--- config.mk ---
export PLATFORM = sky130hd
export DESIGN_NAME = fpu_seq_flat
export DESIGN_NICKNAME = d
export VERILOG_FILES = /design/src/rtl/fpu_seq_pkg.sv /design/src/rtl/fpu_seq_if.sv /design/src/rtl/fpu_seq_timer.sv /design/src/rtl/fpu_seq.sv /design/src/flat_wrapper.sv
export SDC_FILE = /design/constraint.sdc
export NUM_CORES = 1
export LEC_CHECK = 0
export BUFFER_PORTS_ARGS = -buffer_cell sky130_fd_sc_hd__buf_2
export CORE_ASPECT_RATIO = 1.25
export CORE_MARGIN = 1.5
export CORE_UTILIZATION = 43
export DETAILED_ROUTE_END_ITERATION = 10
export GPL_ROUTABILITY_DRIVEN = 0
export GPL_TIMING_DRIVEN = 1
export HOLD_SLACK_MARGIN = 0.12
export PLACE_DENSITY = 0.67
export SYNTH_ARGS = -nofsm -noshare
export SYNTH_HDL_FRONTEND = slang
export SYNTH_HIERARCHICAL = 1
export SYNTH_SLANG_ARGS = --single-unit
--- constraint.sdc ---
create_clock -name clk -period 2.75 [get_ports clk]
set_clock_uncertainty 0.2 [all_clocks]
set_input_delay 0.1375 -clock clk [delete_from_list [all_inputs] [get_ports clk]]
set_output_delay 0.1375 -clock clk [all_outputs]
set_load 0.05 [all_outputs]
--- src/rtl/fpu_seq_pkg.sv ---
`default_nettype none
// ============================================================================
// Module   : fpu_seq_pkg
// Brief    : State, opcode, error-code and flag-index constants for fpu_seq.
// Revision : 1.0 - initial release
// ============================================================================
package fpu_seq_pkg;

    localparam logic [1:0] c_st_idle = 2'd0;
    localparam logic [1:0] c_st_load = 2'd1;
    localparam logic [1:0] c_st_exec = 2'd2;
    localparam logic [1:0] c_st_resp = 2'd3;

    localparam logic [2:0] c_op_add  = 3'd0;
    localparam logic [2:0] c_op_mul  = 3'd1;
    localparam logic [2:0] c_op_div  = 3'd2;
    localparam logic [2:0] c_op_sqrt = 3'd3;
    localparam logic [2:0] c_op_cmp  = 3'd4;
    localparam logic [2:0] c_op_max  = 3'd4;

    localparam logic [1:0] c_err_ok  = 2'd0;
    localparam logic [1:0] c_err_ill = 2'd1;
    localparam logic [1:0] c_err_to  = 2'd2;

    // Bit positions inside fpu_flags {ov,un,inv,inexact,div_zero,eq,less,great}
    localparam int c_flg_ov    = 7;
    localparam int c_flg_un    = 6;
    localparam int c_flg_inv   = 5;
    localparam int c_flg_inx   = 4;
    localparam int c_flg_dz    = 3;
    localparam int c_flg_eq    = 2;
    localparam int c_flg_less  = 1;
    localparam int c_flg_great = 0;

endpackage
`default_nettype wire

--- src/rtl/fpu_seq_if.sv ---
`default_nettype none
// ============================================================================
// Module   : fpu_seq_if
// Brief    : Command/response handshake bundle between requester and fpu_seq.
// Revision : 1.0 - initial release
// ============================================================================
interface fpu_seq_if #(
    parameter int ADDR_W = 5
) ();
    logic              cmd_valid;
    logic              cmd_ready;
    logic [2:0]        cmd_op;
    logic [ADDR_W-1:0] cmd_src1;
    logic [ADDR_W-1:0] cmd_src2;
    logic [ADDR_W-1:0] cmd_dst;
    logic [2:0]        cmd_rm;
    logic              rsp_valid;
    logic              rsp_ready;
    logic [7:0]        rsp_flags;
    logic [1:0]        rsp_err;

    modport master (
        output cmd_valid, cmd_op, cmd_src1, cmd_src2, cmd_dst, cmd_rm, rsp_ready,
        input  cmd_ready, rsp_valid, rsp_flags, rsp_err
    );

    modport slave (
        input  cmd_valid, cmd_op, cmd_src1, cmd_src2, cmd_dst, cmd_rm, rsp_ready,
        output cmd_ready, rsp_valid, rsp_flags, rsp_err
    );
endinterface
`default_nettype wire

--- src/rtl/fpu_seq_timer.sv ---
`default_nettype none
// ============================================================================
// Module   : fpu_seq_timer
// Brief    : Free-running up-counter with synchronous clear and terminal flag.
// Revision : 1.0 - initial release
// ============================================================================
module fpu_seq_timer #(
    parameter int CNT_W = 8
) (
    input  wire logic             clk,
    input  wire logic             rst,
    input  wire logic             i_clr,
    input  wire logic [CNT_W-1:0] i_last,
    output logic                  o_tc
);
    logic [CNT_W-1:0] r_cnt;

    always_ff @(posedge clk) begin
        if (rst || i_clr) begin
            r_cnt <= '0;
        end else begin
            r_cnt <= r_cnt + 1'b1;
        end
    end

    assign o_tc = (r_cnt == i_last);
endmodule
`default_nettype wire

--- src/rtl/fpu_seq.sv ---
`default_nettype none
// ============================================================================
// Module   : fpu_seq
// Brief    : One-at-a-time command sequencer driving the single-precision FPU.
//            Optional FPU_SEQ_STICKY_EN adds sticky exception flags.
// Revision : 1.0 - initial release
// ============================================================================
module fpu_seq
    import fpu_seq_pkg::*;
#(
    parameter int LOAD_CYC = 2,
    parameter int TIMEOUT  = 15,
    parameter int ADDR_W   = 5
) (
    input  wire logic              clk,
    input  wire logic              rst,
    fpu_seq_if.slave               bus,
    output logic                   fpu_ld,
    output logic                   fpu_enable,
    output logic [2:0]             fpu_opcode,
    output logic [ADDR_W-1:0]      fpu_addr1,
    output logic [ADDR_W-1:0]      fpu_addr2,
    output logic [ADDR_W-1:0]      fpu_addr3,
    output logic [2:0]             fpu_rm,
    input  wire logic              fpu_done,
    input  wire logic [7:0]        fpu_flags,
`ifdef FPU_SEQ_STICKY_EN
    input  wire logic              sticky_clr,
    output logic [4:0]             sticky_flags,
`endif
    output logic                   busy
);
    localparam logic [7:0] c_load_last = 8'(LOAD_CYC - 1);
    localparam logic [7:0] c_exec_last = 8'(TIMEOUT - 1);

    logic [1:0]        r_state;
    logic              r_cmd_ready, r_rsp_valid, r_busy, r_ld, r_en;
    logic [7:0]        r_rsp_flags;
    logic [1:0]        r_rsp_err;
    logic [2:0]        r_opcode, r_rm;
    logic [ADDR_W-1:0] r_addr1, r_addr2, r_addr3;
    logic              w_tc, w_clr;
    logic [7:0]        w_last;

    // Counter restarts on every LOAD and EXEC entry; it only runs inside them.
    assign w_last = (r_state == c_st_load) ? c_load_last : c_exec_last;
    assign w_clr  = !((r_state == c_st_exec) || (r_state == c_st_load && !w_tc));

    fpu_seq_timer #(.CNT_W(8)) u_timer (
        .clk    (clk),
        .rst    (rst),
        .i_clr  (w_clr),
        .i_last (w_last),
        .o_tc   (w_tc)
    );

    always_ff @(posedge clk) begin
        if (rst) begin
            r_state     <= c_st_idle;
            r_cmd_ready <= 1'b1;
            r_rsp_valid <= 1'b0;
            r_rsp_flags <= '0;
            r_rsp_err   <= c_err_ok;
            r_busy      <= 1'b0;
            r_ld        <= 1'b0;
            r_en        <= 1'b0;
            r_opcode    <= '0;
            r_rm        <= '0;
            r_addr1     <= '0;
            r_addr2     <= '0;
            r_addr3     <= '0;
        end else begin
            case (r_state)
                c_st_idle: begin
                    if (bus.cmd_valid) begin
                        r_cmd_ready <= 1'b0;
                        r_busy      <= 1'b1;
                        if (bus.cmd_op > c_op_max) begin
                            // Illegal opcode answers directly; FPU pins stay untouched.
                            r_state     <= c_st_resp;
                            r_rsp_valid <= 1'b1;
                            r_rsp_flags <= '0;
                            r_rsp_err   <= c_err_ill;
                        end else begin
                            r_state  <= c_st_load;
                            r_ld     <= 1'b1;
                            r_en     <= 1'b1;
                            r_opcode <= bus.cmd_op;
                            r_rm     <= bus.cmd_rm;
                            r_addr1  <= bus.cmd_src1;
                            r_addr2  <= bus.cmd_src2;
                            r_addr3  <= bus.cmd_dst;
                        end
                    end
                end
                c_st_load: begin
                    if (w_tc) begin
                        r_state <= c_st_exec;
                        r_ld    <= 1'b0;
                    end
                end
                c_st_exec: begin
                    if (fpu_done) begin
                        r_state     <= c_st_resp;
                        r_en        <= 1'b0;
                        r_rsp_valid <= 1'b1;
                        r_rsp_flags <= fpu_flags;
                        r_rsp_err   <= c_err_ok;
                    end else if (w_tc) begin
                        r_state     <= c_st_resp;
                        r_en        <= 1'b0;
                        r_rsp_valid <= 1'b1;
                        r_rsp_flags <= '0;
                        r_rsp_err   <= c_err_to;
                    end
                end
                c_st_resp: begin
                    if (bus.rsp_ready) begin
                        r_state     <= c_st_idle;
                        r_rsp_valid <= 1'b0;
                        r_cmd_ready <= 1'b1;
                        r_busy      <= 1'b0;
                    end
                end
                default: r_state <= c_st_idle;
            endcase
        end
    end

`ifdef FPU_SEQ_STICKY_EN
    logic [4:0] r_sticky;

    // Clear has priority over a capture landing on the same edge.
    always_ff @(posedge clk) begin
        if (rst || sticky_clr) begin
            r_sticky <= '0;
        end else if (r_state == c_st_exec && fpu_done) begin
            r_sticky <= r_sticky | fpu_flags[c_flg_ov:c_flg_dz];
        end
    end

    assign sticky_flags = r_sticky;
`endif

    assign bus.cmd_ready = r_cmd_ready;
    assign bus.rsp_valid = r_rsp_valid;
    assign bus.rsp_flags = r_rsp_flags;
    assign bus.rsp_err   = r_rsp_err;
    assign busy          = r_busy;
    assign fpu_ld        = r_ld;
    assign fpu_enable    = r_en;
    assign fpu_opcode    = r_opcode;
    assign fpu_rm        = r_rm;
    assign fpu_addr1     = r_addr1;
    assign fpu_addr2     = r_addr2;
    assign fpu_addr3     = r_addr3;
endmodule
`default_nettype wire
--- src/flat_wrapper.sv ---
// flat-port wrapper written by rule: the top's interface ports become plain ports
module fpu_seq_flat import fpu_seq_pkg::*;
#(
    parameter int LOAD_CYC = 2,
    parameter int TIMEOUT  = 15,
    parameter int ADDR_W   = 5
)
  (clk, rst, fpu_ld, fpu_enable, fpu_opcode, fpu_addr1, fpu_addr2, fpu_addr3, fpu_rm, fpu_done, fpu_flags, busy, bus_cmd_valid, bus_cmd_op, bus_cmd_src1, bus_cmd_src2, bus_cmd_dst, bus_cmd_rm, bus_rsp_ready, bus_cmd_ready, bus_rsp_valid, bus_rsp_flags, bus_rsp_err);
  fpu_seq_if #(.ADDR_W(ADDR_W)) bus_i ();
  input  wire logic clk;
  input  wire logic rst;
  output logic fpu_ld;
  output logic fpu_enable;
  output logic [2:0] fpu_opcode;
  output logic [ADDR_W-1:0] fpu_addr1;
  output logic [ADDR_W-1:0] fpu_addr2;
  output logic [ADDR_W-1:0] fpu_addr3;
  output logic [2:0] fpu_rm;
  input  wire logic fpu_done;
  input  wire logic [7:0] fpu_flags;
  output logic busy;
  input wire logic [$bits(bus_i.cmd_valid)-1:0] bus_cmd_valid;
  input wire logic [$bits(bus_i.cmd_op)-1:0] bus_cmd_op;
  input wire logic [$bits(bus_i.cmd_src1)-1:0] bus_cmd_src1;
  input wire logic [$bits(bus_i.cmd_src2)-1:0] bus_cmd_src2;
  input wire logic [$bits(bus_i.cmd_dst)-1:0] bus_cmd_dst;
  input wire logic [$bits(bus_i.cmd_rm)-1:0] bus_cmd_rm;
  input wire logic [$bits(bus_i.rsp_ready)-1:0] bus_rsp_ready;
  output wire logic [$bits(bus_i.cmd_ready)-1:0] bus_cmd_ready;
  output wire logic [$bits(bus_i.rsp_valid)-1:0] bus_rsp_valid;
  output wire logic [$bits(bus_i.rsp_flags)-1:0] bus_rsp_flags;
  output wire logic [$bits(bus_i.rsp_err)-1:0] bus_rsp_err;
  assign bus_i.cmd_valid = bus_cmd_valid;
  assign bus_i.cmd_op = bus_cmd_op;
  assign bus_i.cmd_src1 = bus_cmd_src1;
  assign bus_i.cmd_src2 = bus_cmd_src2;
  assign bus_i.cmd_dst = bus_cmd_dst;
  assign bus_i.cmd_rm = bus_cmd_rm;
  assign bus_i.rsp_ready = bus_rsp_ready;
  assign bus_cmd_ready = bus_i.cmd_ready;
  assign bus_rsp_valid = bus_i.rsp_valid;
  assign bus_rsp_flags = bus_i.rsp_flags;
  assign bus_rsp_err = bus_i.rsp_err;
  fpu_seq #(.LOAD_CYC(LOAD_CYC), .TIMEOUT(TIMEOUT), .ADDR_W(ADDR_W)) u_core (.clk(clk), .rst(rst), .bus(bus_i), .fpu_ld(fpu_ld), .fpu_enable(fpu_enable), .fpu_opcode(fpu_opcode), .fpu_addr1(fpu_addr1), .fpu_addr2(fpu_addr2), .fpu_addr3(fpu_addr3), .fpu_rm(fpu_rm), .fpu_done(fpu_done), .fpu_flags(fpu_flags), .busy(busy));
endmodule
Yosys cells after proc, flatten, opt, wreduce, memory -nomap -nowiden --
Index checks and enable logic that the tools add are counted.
Storage, ports and cells: flip-flop bits (word level) 46, input port bits 34, word-level logic and storage cells 78
Cells by class: add/subtract/negate cells 1, order comparisons 1, equal/unequal tests 10, mux-type cells 34, bitwise operators 1, reduce and logical (&&, ||, !) cells 17
Operators by type and width (count):
- 8-bit 2-to-1 mux | 4
- 2-bit 2-to-1 mux | 9
- 8-bit one-hot mux with 2 select lines | 1
- 4-bit AND reduction | 4
- 1-bit 2-to-1 mux | 12
- 8-bit by 1-bit adder with 8-bit output, second input constant | 1
- 8-bit equality test | 1
- 1-bit one-hot mux with 2 select lines | 4
- 2-bit one-hot mux with 4 select lines | 1
- 2-bit != test, second input constant | 3
- 3-bit AND reduction | 2
- 2-bit nonzero test | 3
- 5-bit AND reduction | 1
- 2-bit equality test, second input constant | 2
- 4-bit 2-to-1 mux | 1
- 2-bit by 1-bit != test with 1-bit output, second input constant | 2
- 2-bit one-hot mux with 2 select lines | 1
- 3-bit > comparator, second input constant | 1
- 3-bit by 2-bit != test with 1-bit output, second input constant | 1
- 1-bit one-hot mux with 3 select lines | 1
- 3-bit nonzero test | 1
- 2-bit by 1-bit equality test with 1-bit output, second input constant | 1
- 1-bit logical NOT | 2
- 2-bit logical NOT | 1
- 3 further kinds | 4

Longest topological paths before layout --
word-level depth 8, depth in mapped cells 11, mapped depth without buffers 10

By module --
Netlist, hierarchy kept.
By module, submodules not included:
- fpu_seq | times used 1, cells an instance 190, area each 1605.3 µm², sequential area each 760.7 µm²
- fpu_seq_timer | times used 1, cells an instance 48, area each 411.6 µm², sequential area each 160.2 µm²

Least setup slack after synthesis --
OpenSTA, ideal clock, no wires.
path kind register -> register, from reg u_core.r_state[1], to reg u_core.r_state[1], setup time 0.091 ns, data arrival time 2.013 ns, data required time 2.459 ns, setup slack 0.446 ns, stages on the path, launching flop included 11, path buffers 0, cells stage by stage dfxtp_1 -> inv_1 -> ha_1 -> inv_1 -> xnor2_1 -> nand4_1 -> nor2_1 -> nor2b_1 -> nor4_4 -> nor2_1 -> a311oi_1
On the way: word-level cells in the longest chain between the ends 5, elaborated cells between the ends (all ways) 12, those cells by class 8 x eq/ne; 2 x mux; 2 x reduce/logical
Ends and longest elaborated chain:
- from (decl) | line fpu_seq.sv:36 | logic [1:0] r_state;
- from (signal assigned) | line fpu_seq.sv:59 | r_state <= c_st_idle;
- from (signal assigned) | line fpu_seq.sv:80 | r_state <= c_st_resp;
- from (signal assigned) | line fpu_seq.sv:85 | r_state <= c_st_load;
- 2-bit by 1-bit equality test with 1-bit output * | line fpu_seq.sv:46 | assign w_last = (r_state == c_st_load) ? c_load_last : c_exec_last;
- 4-bit 2-to-1 mux * | line fpu_seq.sv:46
- named net u_core.w_last[0] | line fpu_seq.sv:43 | logic [7:0] w_last;
- 8-bit equality test * | line fpu_seq_timer.sv:26 | assign o_tc = (r_cnt == i_last);
- named net u_core.w_tc | line fpu_seq.sv:42 | logic w_tc, w_clr;
- 3-bit by 2-bit != test with 1-bit output (no line) or 2-bit by 1-bit != test with 1-bit output (tied branches)
- 4-bit AND reduction (no line) *
The timed path passes the listed nets; every way through them passes the cells marked *. A chain may end at the register's enable or synchronous reset.

Worst setup path in the final report --
Ends and elaborated chain as after synthesis.

==> flow_summary_export.csv <==
group,metric,value,unit
run_status,status,"completed",
die,dieArea,5110,µm²
grt,grt-ovfl-total,0,
grt,antenna_found_initial,0,
synth,avgSynthCellArea,8.47,µm²
routing,drc,0,
setup_path,timing.critical_path.buf_inv,2,
cells_and_area,nets,387,
synth,synthCells,238,
setup_path,critPathMaxStageDelay,0.43,ns
hold_path,min_to,"u_core/bus.rsp_valid",
grt,grtUsageTotal,20.7,%
synth,ys_types,36,
clocking,clkSinkCount,46,
grt,grt_pass1_wl,8.31,mm
routing,via_per_inst,4.88,
timing,period_share,90.6,%
grt,grt_max_degree,29,
setup_path,cp.arrival,2.49,ns
hold_path,min_from,"bus_rsp_ready",
power,leakage,1.23,nW
routing,via_count,1965,
setup_path,crit_family,"simple AND/OR/NAND/NOR gates",
cells_and_area,diodes,0,
hold_path,hp-class,"primary input to flop",
die,dieWidth,64.3,µm
setup_path,reg2reg_depth,10,
timing,finalHoldViolCount,0,
cells_and_area,final_cells,403,
setup_path,crit_required,2.75,ns
synth,yosysWarnings,6,
die,die_y,79.6,µm
die,rows,27,
setup_path,r2r-start,"u_core/r_state[1]",
power,peakVddDrop,0.370,mV
cells_and_area,fillers,381,
clocking,ctsLongestPathBuffers,2,
timing,setup_slack,0.260,ns
setup_path,r2r_slack,0.26,ns
routing,post_drt_wl_per_cell,12.6,µm
timing,hold_slack,0.152,ns
setup_path,reg2reg_to,"u_core/r_state[1]",
cells_and_area,multi_input_area,1040,µm²
job,cap_viol_max_count,0,
routing,wirelength,5.06,mm
routing,firstDrtPassIters,4,
hold_path,min_path_cells,4,
setup_path,crit_path_cell_trace,"inv_1, ha_1, inv_1, xnor2_1, nand4_1, nor2_2, nor2b_1, nor4_4, nor2_1, a311oi_1",
clocking,htree_levels,2,
clocking,cts_tree,"done",
timing,max_freq,402,MHz
place,dp_cells,360,
grt,grt_pass1_vias,1784,
die,core,4460,µm²
clocking,postCtsSetupBuffers,0,
timing,finalSetupTns,0,ns
setup_path,critPathSlowestCell,"dfxtp_1",
cells_and_area,regArea,921,µm²
die,io_pins,70,
setup_path,critPathCaptureType,"flop",
timing,rsz0062_at_grt,"false",
clocking,insertion_delay,0.30,ns
synth,ys_seq_area_share,45.7,%
cells_and_area,drive_gt1_share,25.5,%
timing,setup_viol,0,
routing,drtAntennaViolNets,0,
clocking,cts_root_buf,"clkbuf_8",
synth,synthesis.area,2020,µm²
place,post-place-ws,0.171,ns
clocking,cts_inserted_buffers,5,
synth,synth-seq-cells,46,
cells_and_area,syn_to_final_growth,42.0,%
routing,first_iter_violations,93,
setup_path,crit_path_frequent_cell,"inv_1",
die,start_util,45.2,%
timing,final.min_clock_period,2.49,ns
place,dpl.hpwl,3.13,mm
power,p_per_area,773,nW/µm²
setup_path,startpoint_type,"flop",
setup_path,path_max_fanout,6,
setup_path,path_class,"flop to flop",
timing,slew_viol_final,0,
place,port_buffers,69,
clocking,path_clk_slew,0.08,ns
## worst min-delay path: stages
cell	delay (ns)
buf_2	0.08
nor2b_1	0.07
nor3_1	0.20
a311oi_1	0.12
## report_power, final
group          switching (mW)  internal, mW  total (mW)
Clock                   0.220         0.171       0.391
Combinational           0.654         0.330       0.985
Sequential             0.0708         0.769       0.839
## timing repair
item                       in CTS  in global routing
setup endpoints to repair       0                  1
gates resized for setup         0                  1
hold buffers                   36                  0
hold endpoints to repair       36                  0
## placed cells by master, fill, tap and decap left out, types with 5 or more instances in the layout
master / netlist / layout
nor2_1: 16 / 15
inv_1: 5 / 5
nand2_1: 45 / 45
nand2b_1: 10 / 10
o21ai_0: 12 / 12
xnor2_1: 9 / 9
nand3_1: 13 / 13
ha_1: 8 / 8
buf_2: 4 / 69
clkbuf_8: 0 / 5
dlygate4sd3_1: 0 / 36
dfxtp_1: 46 / 46
a21oi_1: 28 / 28
## worst max-delay path by stage
| stage | to | cells past startpoint | from |
|---|---|---|---|
| 6_report | u_core/r_state[1] | 10 | u_core/r_state[1] |
| 5_1_grt | u_core/r_state[1] | 10 | u_core/r_state[1] |
| 4_1_cts | u_core/r_state[1] | 10 | u_core/r_state[1] |
| 3_5_place_dp | u_core/r_state[1] | 10 | u_core/r_state[1] |
| 3_3_place_gp | u_core/r_state[1] | 10 | u_core/r_state[1] |
| 2_1_floorplan | u_core/r_state[1] | 10 | u_core/r_state[1] |
## cell families (layout without fill, tap and decap cells)
logic type / count (synthesis) / after routing / synth area share [%]
buffers and inverters: 17 / 121 / 3.60
AO/OA/AOI/OAI: 52 / 52 / 15.1
adder cells (fa/ha/maj): 8 / 8 / 4.96
other: 1 / 4 / 0.186
multiplexers: 1 / 1 / 0.496
AND/OR/NAND/NOR: 102 / 102 / 25.2
flip-flops: 46 / 46 / 45.7
XOR/XNOR: 11 / 11 / 4.78
## synth_stat cells
master / number / area, µm²
a311oi_1: 4 / 35.0
mux2i_1: 1 / 10.0
xnor2_1: 9 / 78.8
nand4_1: 2 / 12.5
and2b_1: 1 / 7.51
conb_1: 1 / 3.75
clkbuf_1: 7 / 26.3
xor2_1: 2 / 17.5
o21ai_1: 1 / 5.00
inv_1: 5 / 18.8
nor3b_4: 1 / 18.8
or3_1: 3 / 18.8
a21oi_1: 28 / 140
nor2_1: 16 / 60.1
ha_1: 8 / 100
or2_2: 2 / 12.5
nor3_1: 1 / 5.00
buf_4: 1 / 7.51
dfxtp_1: 46 / 921
nand4_2: 1 / 12.5
o21ai_0: 12 / 60.1
nor3b_1: 1 / 7.51
nand2b_1: 10 / 62.6
a22oi_1: 1 / 7.51
a211oi_1: 1 / 7.51
a211oi_2: 2 / 25.0
and3_1: 1 / 6.26
o211ai_1: 2 / 15.0
nor4_4: 1 / 21.3
nand3b_1: 1 / 7.51
nand2_1: 45 / 169
a221o_1: 1 / 10.0
nand4b_1: 1 / 8.76
nor2b_1: 2 / 12.5
nand3_1: 13 / 65.1
buf_2: 4 / 20.0
## through the flow
step | total power [mW] | utilization [%] | instance area, µm²
final | 2.21 | 64.2 | 2860
after floorplan | 1.59 | - | 2030
after global routing | 2.36 | 64.2 | 2860
after detailed placement | 1.79 | 54.3 | 2420
after CTS | 2.22 | 64.2 | 2860
after global placement | 1.78 | 54.3 | 2420
## registers in the layout (all words and copies together), names as in the netlist
signal / flops
u_core/u_timer/r_cnt: 8
u_core/fpu_addr1: 5
u_core/bus.rsp_valid: 1
u_core/fpu_addr3: 5
u_core/bus.cmd_ready: 1
u_core/fpu_rm: 3
u_core/fpu_addr2: 5
u_core/bus.rsp_flags: 8
u_core/fpu_opcode: 3
u_core/busy: 1
u_core/r_state: 2
u_core/fpu_ld: 1
u_core/bus.rsp_err: 2
u_core/fpu_enable: 1
## metal layers
metal | vias up | global-route usage (%) | routed length, µm
li1 | 1014 | - | -
met1 | 893 | 25.5 | 2220
met2 | 51 | 35.3 | 2520
met3 | 7 | 4.23 | 240
met4 | 0 | 7.66 | 81
met5 | - | 0 | 0
## final cells by class
type                            instances  share of cell area (%)
Multi-Input combinational cell        178                    36.2
Sequential cell                        46                    32.2
Timing Repair Buffer                  109                    25.7
Tap cell                               58                    2.53
Clock buffer                            5                    2.40
Inverter                                5                   0.655
Clock inverter                          2                   0.349
No activity file was read; power rests on OpenSTA's default activity.
